`src/rtl/timer_pkg.sv`:
```
// Shared register map, CTRL field positions and FSM state type for the
// memory-mapped interval timer.
package timer_pkg;

    localparam logic [1:0] CTRL_OFS   = 2'b00;
    localparam logic [1:0] PRESET_OFS = 2'b01;
    localparam logic [1:0] COUNT_OFS  = 2'b10;

    localparam int unsigned EN_BIT   = 0;
    localparam int unsigned MODE_LSB = 1;
    localparam int unsigned MODE_MSB = 2;
    localparam int unsigned IM_BIT   = 3;

    // Encodings 2'b10 and 2'b11 are treated as one-shot.
    localparam logic [1:0] MODE_ONESHOT = 2'b00;
    localparam logic [1:0] MODE_RELOAD  = 2'b01;

    typedef enum logic [1:0] {
        IDLE = 2'd0,
        LOAD = 2'd1,
        CNT  = 2'd2,
        INT  = 2'd3
    } state_t;

endpackage

```
`src/rtl/timer_counter.sv`:
```
// 32-bit down-counting timer with one-shot / auto-reload modes, a maskable
// level interrupt and a combinational register read port.
module timer_counter
    import timer_pkg::*;
(
    input  logic        clk,
    input  logic        reset,
    input  logic [31:2] Addr,
    input  logic        WE,
    input  logic [31:0] Din,
    output logic [31:0] Dout,
    output logic        IRQ
);

    logic [3:0]  ctrl;
    logic [31:0] preset;
    logic [31:0] count;
    logic        irq_flag;
    state_t      state;

    logic        ctrl_wr;
    logic        preset_wr;
    logic        unused_addr;

    assign ctrl_wr     = WE && (Addr[3:2] == CTRL_OFS);
    assign preset_wr   = WE && (Addr[3:2] == PRESET_OFS);
    assign unused_addr = ^Addr[31:4];

    // CPU register writes follow the FSM case so a CTRL write in the same
    // cycle overrides the FSM clearing EN or setting irq_flag.
    always_ff @(posedge clk or negedge reset) begin
        if (!reset) begin
            ctrl     <= '0;
            preset   <= '0;
            count    <= '0;
            irq_flag <= 1'b0;
            state    <= IDLE;
        end else begin
            unique case (state)
                IDLE: begin
                    if (ctrl[EN_BIT]) state <= LOAD;
                end
                LOAD: begin
                    count <= preset;
                    state <= CNT;
                end
                CNT: begin
                    if (!ctrl[EN_BIT]) begin
                        state <= IDLE;
                    end else if (count > 32'd1) begin
                        count <= count - 32'd1;
                    end else begin
                        count    <= '0;
                        irq_flag <= 1'b1;
                        state    <= INT;
                    end
                end
                INT: begin
                    if (ctrl[MODE_MSB:MODE_LSB] == MODE_RELOAD) begin
                        irq_flag <= 1'b0;
                        state    <= LOAD;
                    end else begin
                        ctrl[EN_BIT] <= 1'b0;
                        state        <= IDLE;
                    end
                end
                default: state <= IDLE;
            endcase

            if (preset_wr) preset <= Din;
            if (ctrl_wr) begin
                ctrl     <= Din[3:0];
                irq_flag <= 1'b0;
            end
        end
    end

    always_comb begin
        Dout = '0;
        unique case (Addr[3:2])
            CTRL_OFS:   Dout = {28'd0, ctrl};
            PRESET_OFS: Dout = preset;
            COUNT_OFS:  Dout = count;
            default:    Dout = '0;
        endcase
    end

    assign IRQ = ctrl[IM_BIT] & irq_flag;

endmodule

```
`config.mk`:
```
export PLATFORM = sky130hd
export DESIGN_NAME = timer_counter
export DESIGN_NICKNAME = d
export VERILOG_FILES = /design/src/rtl/timer_pkg.sv /design/src/rtl/timer_counter.sv
export SDC_FILE = /design/constraint.sdc
export NUM_CORES = 1
export LEC_CHECK = 0
export ABC_CLOCK_PERIOD_IN_PS = 5200
export CORE_ASPECT_RATIO = 2
export CORE_MARGIN = 2
export CORE_UTILIZATION = 55
export CTS_CLUSTER_DIAMETER = 60
export DETAILED_ROUTE_END_ITERATION = 8
export HOLD_SLACK_MARGIN = 0.08
export PLACE_DENSITY = 0.87
export RECOVER_POWER = 25
export SYNTH_ARGS = -nofsm -noshare
export SYNTH_HDL_FRONTEND = slang
export SYNTH_SLANG_ARGS = --single-unit
```
`constraint.sdc`:
```
create_clock -name clk -period 5.2 [get_ports clk]
set_clock_uncertainty 0.15 [all_clocks]
set_input_delay 1.04 -clock clk [delete_from_list [all_inputs] [get_ports clk]]
set_output_delay 1.04 -clock clk [all_outputs]
set_load 0.005 [all_outputs]
```
==> metrics.sh, run 1 <==
YOSYSWARNINGS=0
POST-SYNTH-TOP-AREA-CELL='sky130_fd_sc_hd__dfrtp_1'
NUM_ROWS=45
YS_FF_LATCH=71
DIE_AREA_UM2=8420
PATH_DEPTH=5
CLK-INSERTION-DELAY-LATE_PS=340
DIE_HEIGHT_UM=128
SYNTH_FLOP_CELL='sky130_fd_sc_hd__dfrtp_1'
FINALWEIGHTEDCONGESTION=0.914
CRIT-REG2REG-LAUNCH='count[25]'
CRIT_FANOUT=28
POWER_DENSITY_RELATIVE_TO_CELL_AREA_nW_PER_UM2=530
GRT_START_MAX_NET_PINS=47
PATH_DELAY_FAMILY='buffers and inverters'
CTSHTREEMAXLEVEL=3
ROUTE.DETAILED.VIAS_PER_INST=6.61
POST_ROUTE_CELLS_DRIVE_ABOVE_1_SHARE=0.149
TIMING_WORST_SLEW_PIN_VALUE_PS=2530
WORST-PATH-BUF-INV=3
CRITICAL_PATH.SLOWEST_CELL='sky130_fd_sc_hd__clkdlybuf4s50_1'
TIMING.RR.END='count[21]'
FIRST_ITER_VIOLATIONS=361
POST-ROUTE-PERIOD-UTIL=0.800
RSZ0062_AT_GRT='no'
CRITICAL_PATH.STARTPOINT_TYPE='primary input'
WORSTHOLDPATHCELLS=1
CLOCK_TREE_BUF_DEPTH=2
DIE_WIDTH_UM=65.9
INITIAL_ANTENNA_VIOLATION_COUNT=0
RUN_STATUS='complete, but fails checks'
FINALSETUPVIOLATIONS=0
ANTENNA_CELLS=0
TIMING.MAX_SLEW.REL_SLACK=-0.687
WIRELENGTH_MM=11.3
TRITONCTS='built'
FILLERINSTANCES=573
CTS-HOLD-FIX-BUFFERS=0
SETUP_TOTAL_NEGATIVE_SLACK_PS=0
TIMING.FMAX_MHz=240
PLACE.DETAILED.HPWL_MM=7.34
CORE-AREA_UM2=7490
CTS_SETUP_BUFFERS=0
MOST_USED_CELL_CP='sky130_fd_sc_hd__clkdlybuf4s50_1'
SYNTHDOMINANTCELLAREASHARE=0.421
VIAS_IN_THE_FIRST_GLOBAL_ROUTE=3591
IR_WORST_VDD_mV=0.369
STATIC-LEAKAGE-POWER_uW=0.00209
SETUP.REG_TO_REG.WORST_SLACK_PS=1650
LEFTOVER_OVERFLOW_AT_THE_END_OF_GLOBAL_ROUTING=0
SYNTH_AREA_UM2=4220
DISTINCT_CELL_TYPE_COUNT_OF_THE_SYNTHESIZED_NETLIST=53
CTS_REPAIR_RESIZE_COUNT=0
TERMINATING_PIN_OF_THE_WORST_HOLD_PATH='preset[29]'
REQUIRED_TIME_WORST_ENDPOINT_PS=4010
POSTSYNTHAREAPERCELL_UM2=9.92
CLKTRANSATPATHREGS_PS=60
FINISH.CELL_COUNT_WITHOUT_FILLERS=572
CRITICAL-PATH-MAX-STAGE-DELAY_PS=670
WORST-ENDPOINT-ARRIVAL_PS=2970
SYNTH-EDFF-COUNT=0
SYNTH_ASYNC_SR_FLOP_SHARE=1.00
SYNTH.AREA.TOP_CELLS='sky130_fd_sc_hd__dfrtp_1, sky130_fd_sc_hd__mux2_2, sky130_fd_sc_hd__a22o_1'
FLOW.AREA_GROWTH_FROM_SYNTHESIS_PCT=25.6
HOLD_VIOL_FINAL=0
WORST_SETUP_EP_TYPE='primary output'
TIMING_WORST_SETUP_PATH_TYPE='in -> out'
IO_PINS=98
NNETSFINAL=540
PERIOD_NEEDED_PS=4160
HP-START='preset[29]'
PLACE.DETAILED.INSTANCES=556
HOLDWS_PS=375
GRTUSAGETOTAL=0.281
CP_CELL_SEQUENCE='clkdlybuf4s50_1 -> nor2b_2 -> buf_4 -> a22o_1 -> clkdlybuf4s50_1'
DRV_SLEW=47
DETAIL_ROUTE.DRC_VIOLATIONS=0
FLOORPLAN.INITIALDENSITY=0.563
TRITONCTS.NUM_BUFFERS=9
MIN-DELAY-PATH-CLASS='reg -> reg'
CTS_SINKS=71
MOST_COMMON_CELL_IN_THE_SYNTHESIZED_NETLIST='sky130_fd_sc_hd__dfrtp_1'
NUM_VIAS=3781
SYNTH_CELLS=425
DRT.ANTENNA.VIOLATING_NETS=0
NET_COUNT_OF_THE_MAPPED_NETLIST=492
VIOLATIONS='max-capacitance violations, max-slew violations'
SYNTH.TOP_CELLS.BY_COUNT='sky130_fd_sc_hd__dfrtp_1, sky130_fd_sc_hd__nand2_1, sky130_fd_sc_hd__mux2_2'
REG2REG_DEPTH=6
SYNTH_SEQUENTIAL_AREA_RATIO=0.421
ROUTEDWLPERCELL_UM=19.8
DRT_PASS1_ITERATIONS=5
CTS_ROOT_BUF='sky130_fd_sc_hd__clkbuf_16'
DRV.MAX_CAP_VIOLATION_COUNT=1
GRT_FIRST_PASS_WIRELENGTH_MM=18.2
NUMPORTBUFFERS=69
## power breakdown
part	switching (uW)	internal [uW]	total, uW	leakage [uW]
Combinational	493	479	971	0.00104
Sequential	282	740	1020	0.000855
Clock	234	578	812	0.000193
## cell families after synthesis
| group | synth area share |
|---|---|
| DFF | 0.421 |
| and+or+nand+nor | 0.179 |
| adders and majority gates | 0.00594 |
| AOI/OAI and AO/OA | 0.236 |
| buffers and inverters | 0.0499 |
| muxes | 0.108 |
## per-layer routing
metal,vias up,GRT usage,part of all wire,wire length (um)
li1,1745,-,-,-
met1,1840,0.358,0.40,4500
met2,168,0.457,0.51,5720
met3,28,0.0439,0.062,704
met4,0,0.141,0.035,395
met5,-,0,0,0
## area by class of cell
class | instances | area [um^2] | share of cell area
multi-input cells | 308 | 2240 | 0.423
flip-flops and latches | 71 | 1780 | 0.336
repair buffers | 77 | 744 | 0.141
clock buffers | 10 | 239 | 0.0452
clock inverters | 6 | 155 | 0.0293
well taps | 94 | 118 | 0.0222
inverters | 6 | 22.5 | 0.00426
## sequential cells by signal, indices dropped and copies added (netlist names)
name / count
irq_flag: 1
ctrl: 4
preset: 32
count: 32
state: 2
## layout by cell type (no fill, tap or decap), types with 7 or more instances in the layout
master                            synthesis  final
sky130_fd_sc_hd__nor4_1                  10     10
sky130_fd_sc_hd__or4_1                   11     11
sky130_fd_sc_hd__o41ai_1                  8      8
sky130_fd_sc_hd__nor2_1                  14     14
sky130_fd_sc_hd__clkbuf_16                0      9
sky130_fd_sc_hd__o22ai_1                  7      7
sky130_fd_sc_hd__mux2_2                  35     35
sky130_fd_sc_hd__o31ai_1                 17     17
sky130_fd_sc_hd__a221o_1                  7      7
sky130_fd_sc_hd__nand2_1                 37     37
sky130_fd_sc_hd__clkdlybuf4s50_1          0     68
sky130_fd_sc_hd__a21oi_1                  8      7
sky130_fd_sc_hd__a22o_1                  34     34
sky130_fd_sc_hd__nand3_1                 12     12
sky130_fd_sc_hd__nor3_1                  15     15
sky130_fd_sc_hd__dfrtp_1                 71     71
sky130_fd_sc_hd__o21ai_0                 13     13
sky130_fd_sc_hd__buf_4                    3      8
## per-stage QoR
stage          setup slack (ps)  cell area, um^2  power, uW   util
2_1_floorplan              1790             4220       1640      -
3_3_place_gp               1060             4900       1920  0.654
3_5_place_dp               1060             4900       1970  0.654
4_1_cts                    1050             5290       2800  0.707
5_1_grt                     963             5290       2960  0.707
6_report                   1040             5290       2810  0.707
## worst max-delay path by stage
stage | start | end | slack, ps
floorplan | Addr[3] | Dout[4] | 1790
global placement | Addr[3] | Dout[8] | 1060
detailed placement | Addr[3] | Dout[9] | 1060
CTS | Addr[3] | Dout[10] | 1050
global route | Addr[3] | Dout[23] | 960
finish | Addr[3] | Dout[8] | 1040
(Power assumes the default switching activity.)
==> run 2, diff against run 1 <==
--- a/config.mk
+++ b/config.mk
@@ -5,14 +5,14 @@
 export SDC_FILE = /design/constraint.sdc
 export NUM_CORES = 1
 export LEC_CHECK = 0
-export ABC_CLOCK_PERIOD_IN_PS = 5200
+export ABC_CLOCK_PERIOD_IN_PS = 3700
 export CORE_ASPECT_RATIO = 2
 export CORE_MARGIN = 2
-export CORE_UTILIZATION = 55
+export CORE_UTILIZATION = 46
 export CTS_CLUSTER_DIAMETER = 60
 export DETAILED_ROUTE_END_ITERATION = 8
 export HOLD_SLACK_MARGIN = 0.08
-export PLACE_DENSITY = 0.87
+export PLACE_DENSITY = 0.77
 export RECOVER_POWER = 25
 export SYNTH_ARGS = -nofsm -noshare
 export SYNTH_HDL_FRONTEND = slang
==> constraint.sdc (replaced) <==
create_clock -name clk -period 3.7 [get_ports clk]
set_clock_uncertainty 0.15 [all_clocks]
set_input_delay 0.74 -clock clk [delete_from_list [all_inputs] [get_ports clk]]
set_output_delay 0.74 -clock clk [all_outputs]
set_load 0.005 [all_outputs]
==> run 2 against run 1 <==
The run still ends with max-capacitance violations, max-slew violations left. Critical path depth unchanged. Worst setup slack got worse by 730 ps. Clock power decreased by 2%. Core utilization shrank 12 points. Final area fell by 0.28%. Final cell count rose by 2.6%. Clock-buffer cell count up 2. Sequential share of layout area rose by 0.096 points. Critical endpoint is now Dout[29]. Largest cell class unchanged.
==> metrics.sh, run 2 (synthesis results as in run 1) <==
RUN_STATUS='complete, but fails checks'
VIOLATIONS='max-capacitance violations, max-slew violations'
REQUIRED_TIME_WORST_ENDPOINT_PS=2810
CTS_REPAIR_RESIZE_COUNT=0
CLOCK_TREE_BUF_DEPTH=2
NUM_VIAS=3782
TIMING.MAX_SLEW.REL_SLACK=-0.210
WL_MET3_UM=499
WIRELENGTH_MM=11.7
LAYOUT.CELLS.MOST_COMMON_LIST='sky130_fd_sc_hd__dfrtp_1, sky130_fd_sc_hd__clkdlybuf4s50_1, sky130_fd_sc_hd__nand2_1'
TIMING.FMAX_MHz=295
TIMING_WORST_SETUP_PATH_TYPE='in -> out'
GRT_START_MAX_NET_PINS=39
DIE_HEIGHT_UM=139
VIAS_IN_THE_FIRST_GLOBAL_ROUTE=3808
DRT_PASS1_ITERATIONS=4
STATIC-LEAKAGE-POWER_uW=0.00209
DRT.ANTENNA.VIOLATING_NETS=0
CLK-INSERTION-DELAY-LATE_PS=330
FINISH.CELL_COUNT_WITHOUT_FILLERS=587
GRTUSAGETOTAL=0.243
CRITICAL_PATH.STARTPOINT_TYPE='primary input'
IR_WORST_VDD_mV=0.487
CTS_SINKS=71
PLACE.DETAILED.HPWL_MM=8.30
DRV_SLEW=35
CORE-AREA_UM2=8950
DRV.MAX_CAP_VIOLATION_COUNT=1
CTS_SETUP_BUFFERS=0
POST-ROUTE-PERIOD-UTIL=0.917
PLACE.DETAILED.INSTANCES=574
DR_WL_MET2_MM=6.48
MOST_USED_CELL_CP='sky130_fd_sc_hd__clkdlybuf4s50_1'
HOLD_VIOL_FINAL=0
CLKTRANSATPATHREGS_PS=50
TRITONCTS.NUM_BUFFERS=9
CTS-HOLD-FIX-BUFFERS=0
NNETSFINAL=550
POWER_DENSITY_RELATIVE_TO_CELL_AREA_nW_PER_UM2=689
CRIT-REG2REG-LAUNCH='count[25]'
HP-START='preset[7]'
IO_PINS=98
ROUTEDWLPERCELL_UM=19.9
NUMPORTBUFFERS=69
MIN-DELAY-PATH-CLASS='reg -> reg'
RSZ0062_AT_GRT='no'
MET1_LENGTH_MM=4.37
TRITONCTS='built'
FLOORPLAN.INITIALDENSITY=0.471
DETAIL_ROUTE.DRC_VIOLATIONS=0
CRITICAL_PATH.SLOWEST_CELL='sky130_fd_sc_hd__clkdlybuf4s50_1'
WORSTHOLDPATHCELLS=1
HOLDWS_PS=380
WORST_SETUP_EP_TYPE='primary output'
POST_ROUTE_CELLS_DRIVE_ABOVE_1_SHARE=0.161
NUM_ROWS=49
CTS_ROOT_BUF='sky130_fd_sc_hd__clkbuf_16'
GRT_FIRST_PASS_WIRELENGTH_MM=19.1
REG2REG_DEPTH=6
CP_CELL_SEQUENCE='clkdlybuf4s50_1 -> nor2b_2 -> buf_12 -> a22o_1 -> clkdlybuf4s50_1'
ANTENNA_CELLS=0
CRIT_FANOUT=24
FINAL_CRITICAL_PATH_SETUP_SLACK_PS=306
TIMING_WORST_SLEW_PIN_VALUE_PS=1820
TIMING.RR.END='count[25]'
INITIAL_ANTENNA_VIOLATION_COUNT=0
FILLERINSTANCES=810
CRITICAL-PATH-MAX-STAGE-DELAY_PS=580
PRE_CTS_SLACK_PS=319
FLOW.AREA_GROWTH_FROM_SYNTHESIS_PCT=25.2
DR.MAX_LAYER_USED='met4'
WORST-PATH-BUF-INV=3
PATH_DELAY_FAMILY='buffers and inverters'
FINALWEIGHTEDCONGESTION=0.903
MOSTFREQUENTLAYOUTCELL='sky130_fd_sc_hd__dfrtp_1'
DIE_WIDTH_UM=71.7
SETUP.REG_TO_REG.WORST_SLACK_PS=810
LEFTOVER_OVERFLOW_AT_THE_END_OF_GLOBAL_ROUTING=0
ROUTE.DETAILED.VIAS_PER_INST=6.44
PERIOD_NEEDED_PS=3390
TOP_REGS='count (32), preset (32), ctrl (4)'
CTSHTREEMAXLEVEL=3
WORST-ENDPOINT-ARRIVAL_PS=2500
SETUP_TOTAL_NEGATIVE_SLACK_PS=0
TERMINATING_PIN_OF_THE_WORST_HOLD_PATH='preset[7]'
DIE_AREA_UM2=9990
FINALSETUPVIOLATIONS=0
FIRST_ITER_VIOLATIONS=319
run 2: final cells by class:
class | count | area, um^2 | share of cell area
clock buffers | 12 | 267 | 0.0505
repair buffers | 87 | 842 | 0.160
inverters | 6 | 22.5 | 0.00427
flip-flops and latches | 71 | 1780 | 0.337
clock inverters | 1 | 5.00 | 0.000948
multi-input cells | 308 | 2240 | 0.424
well taps | 102 | 128 | 0.0242
run 2: metal layers:
layer  GRT usage  vias up
met4       0.110        0
li1            -     1763
met5           0        -
met1       0.285     1882
met2       0.425      114
met3      0.0377       23
run 2: stage by stage:
stage | cell area, um^2 | power [uW] | utilization
floorplan | 4220 | 2300 | -
CTS | 5290 | 3640 | 0.591
detailed placement | 5020 | 2830 | 0.561
global route | 5280 | 3870 | 0.590
finish | 5280 | 3630 | 0.590
global placement | 5020 | 2780 | 0.561
run 2: worst max-delay path by stage:
stage	endpoint	from	depth (start not counted)
6_report	Dout[29]	Addr[2]	5
5_1_grt	Dout[0]	Addr[2]	6
4_1_cts	Dout[29]	Addr[2]	5
3_5_place_dp	Dout[29]	Addr[2]	5
3_3_place_gp	Dout[28]	Addr[2]	5
2_1_floorplan	Dout[4]	Addr[3]	5
run 2: power breakdown:
part           internal (uW)  total (uW)  switching (uW)  leakage [uW]
clock                    496         796             301      0.000136
combinational            704        1400             697       0.00110
sequential              1040        1440             396      0.000855
run 2: worst reg2reg max path, cell delays in order (launching register included):
cell and delay, ps:
sky130_fd_sc_hd__dfrtp_1 450, sky130_fd_sc_hd__or4_1 670, sky130_fd_sc_hd__or4b_4 590, sky130_fd_sc_hd__nor4_4 190, sky130_fd_sc_hd__buf_4 260, sky130_fd_sc_hd__nor2_1 130, sky130_fd_sc_hd__a311o_1 330
==> run 3, diff against run 2 <==
--- a/config.mk
+++ b/config.mk
@@ -6,14 +6,13 @@
 export NUM_CORES = 1
 export LEC_CHECK = 0
 export ABC_CLOCK_PERIOD_IN_PS = 3700
-export CORE_ASPECT_RATIO = 2
-export CORE_MARGIN = 2
+export CORE_ASPECT_RATIO = 1.2
+export CORE_MARGIN = 1
 export CORE_UTILIZATION = 46
 export CTS_CLUSTER_DIAMETER = 60
 export DETAILED_ROUTE_END_ITERATION = 8
 export HOLD_SLACK_MARGIN = 0.08
 export PLACE_DENSITY = 0.77
-export RECOVER_POWER = 25
 export SYNTH_ARGS = -nofsm -noshare
 export SYNTH_HDL_FRONTEND = slang
 export SYNTH_SLANG_ARGS = --single-unit
==> run 3 against run 2 <==
The flow now finishes without violations. Largest cell class unchanged. Critical path type unchanged. Sequential share of layout area up 0.064 points. Highest routed layer unchanged. First-iteration DRC count shrank 26%. Clock power decreased by 11%. Via count decreased by 0.21%.
==> metrics.sh, run 3 (synthesis results as in run 1) <==
RUN_STATUS='completed'
WORST-ENDPOINT-ARRIVAL_PS=2490
TIMING_WORST_SETUP_PATH_TYPE='in -> out'
FINALSETUPVIOLATIONS=0
NUM_VIAS=3774
DRT_PASS1_ITERATIONS=4
STATIC-LEAKAGE-POWER_uW=0.00208
INITIAL_ANTENNA_VIOLATION_COUNT=0
SETUP_TOTAL_NEGATIVE_SLACK_PS=0
POST_ROUTE_CELLS_DRIVE_ABOVE_1_SHARE=0.167
DIE_HEIGHT_UM=107
LAYOUT.CELLS.MOST_COMMON_LIST='sky130_fd_sc_hd__dfrtp_1, sky130_fd_sc_hd__clkdlybuf4s50_1, sky130_fd_sc_hd__nand2_1'
TRITONCTS='built'
WIRELENGTH_MM=10.9
TIMING.FMAX_MHz=296
IO_PINS=98
WORST_SETUP_EP_TYPE='primary output'
NNETSFINAL=552
MOSTFREQUENTLAYOUTCELL='sky130_fd_sc_hd__dfrtp_1'
DETAIL_ROUTE.DRC_VIOLATIONS=0
CTSHTREEMAXLEVEL=3
DRV.MAX_CAP_VIOLATION_COUNT=0
CORE-AREA_UM2=8750
FINALWEIGHTEDCONGESTION=0.874
VIAS_IN_THE_FIRST_GLOBAL_ROUTE=3766
POWER.SHARE.COMBINATIONAL=0.399
PERIOD_NEEDED_PS=3380
CRITICAL_PATH.SLOWEST_CELL='sky130_fd_sc_hd__clkdlybuf4s50_1'
FIRST_ITER_VIOLATIONS=235
HOLD_VIOL_FINAL=0
DIE_AREA_UM2=9550
CTS_SETUP_BUFFERS=0
ROUTE.DETAILED.VIAS_PER_INST=6.22
TOP_REGS='count (32), preset (32), ctrl (4)'
CTS_ROOT_BUF='sky130_fd_sc_hd__clkbuf_8'
CRIT_FANOUT=19
SWITCHING_SHARE=0.386
CP_CELL_SEQUENCE='clkdlybuf4s50_1 -> nor2b_2 -> buf_4 -> a22o_1 -> clkdlybuf4s50_1'
FILLERINSTANCES=750
DRV_SLEW=0
PWR-SHARE-SEQ=0.400
RSZ0062_AT_GRT='no'
GRTUSAGETOTAL=0.253
TRITONCTS.NUM_BUFFERS=9
CLK-INSERTION-DELAY-LATE_PS=360
GRT_START_MAX_NET_PINS=40
POWER_SPENT_CHARGING_AND_DISCHARGING_NETS_uW=1370
MOST_USED_CELL_CP='sky130_fd_sc_hd__clkdlybuf4s50_1'
TIMING_WORST_SLEW_PIN_VALUE_PS=819
ROUTEDWLPERCELL_UM=18.0
CLKTRANSATPATHREGS_PS=80
REQUIRED_TIME_WORST_ENDPOINT_PS=2810
DRT.ANTENNA.VIOLATING_NETS=0
CLOCK_TREE_BUF_DEPTH=2
PLACE.DETAILED.INSTANCES=591
POWER.SHARE.CLOCK=0.200
FLOW.AREA_GROWTH_FROM_SYNTHESIS_PCT=25.0
TIMING.MAX_SLEW.REL_SLACK=0.453
CTS_SINKS=71
NUM_ROWS=37
CELLINTERNALPOWER_uW=2180
POST-ROUTE-PERIOD-UTIL=0.914
NUMPORTBUFFERS=69
DIE_WIDTH_UM=89.4
CRITICAL_PATH.STARTPOINT_TYPE='primary input'
CTS-HOLD-FIX-BUFFERS=0
FLOORPLAN.INITIALDENSITY=0.482
LEFTOVER_OVERFLOW_AT_THE_END_OF_GLOBAL_ROUTING=0
CRITICAL-PATH-MAX-STAGE-DELAY_PS=580
POWER_DENSITY_RELATIVE_TO_CELL_AREA_nW_PER_UM2=673
PLACE.DETAILED.HPWL_MM=7.66
ANTENNA_CELLS=0
IR_WORST_VDD_mV=0.294
GRT_FIRST_PASS_WIRELENGTH_MM=18.6
FINISH.CELL_COUNT_WITHOUT_FILLERS=607
CTS_REPAIR_RESIZE_COUNT=0
MIN-DELAY-PATH-CLASS='in -> async'
[run 3: power groups by stage]
stage / logic, uW / registers [uW] / clock network, uW
2_1_floorplan: 1040 / 1260 / 0
3_3_place_gp: 1370 / 1410 / 0
3_5_place_dp: 1410 / 1420 / 0
4_1_cts: 1420 / 1410 / 720
5_1_grt: 1570 / 1480 / 749
6_report: 1420 / 1420 / 710
[run 3: metrics by stage]
stage	instance area, um^2	power [uW]	util	hold slack, ps	worst slack [ps]
after global placement	5040	2780	0.576	359	340
after floorplan	4220	2300	-	294	895
final	5270	3550	0.602	302	318
after detailed placement	5040	2830	0.576	365	294
after CTS	5270	3550	0.602	330	299
after global routing	5270	3800	0.602	354	147
[run 3: worst paths after layout]
check,startpoint,to,slack [ps],depth (start not counted)
worst min-delay path,reset,count[6],300,1
worst max register to register,count[25],count[12],530,6
worst max-delay path,Addr[2],Dout[8],320,5
min in group clk,preset[29],preset[29],380,1
worst min register to register,preset[29],preset[29],380,1
max in group asynchronous,reset,count[24],2420,2
[run 3: critical path: cells and delay by family]
kind / cells / cell delay [ps]
buffers and inverters: 3 / 1340
AND/OR/NAND/NOR: 1 / 200
AO/OA/AOI/OAI: 1 / 200
[run 3: final cells by class]
cell class                      count  area (um^2)  share of cell area
Multi-Input combinational cell    308         2240               0.425
Clock inverter                      3         65.1              0.0124
Clock buffer                       13          159              0.0302
Sequential cell                    71         1780               0.337
Timing Repair Buffer               89          861               0.163
Inverter                            6         22.5             0.00428
Tap cell                          117          146              0.0278
[run 3: metal layers]
layer	up-vias	track usage	wire length [um]
met5	-	0	0
met4	0	0.135	329
met3	28	0.0377	597
met2	139	0.391	5150
met1	1837	0.340	4840
li1	1770	-	-
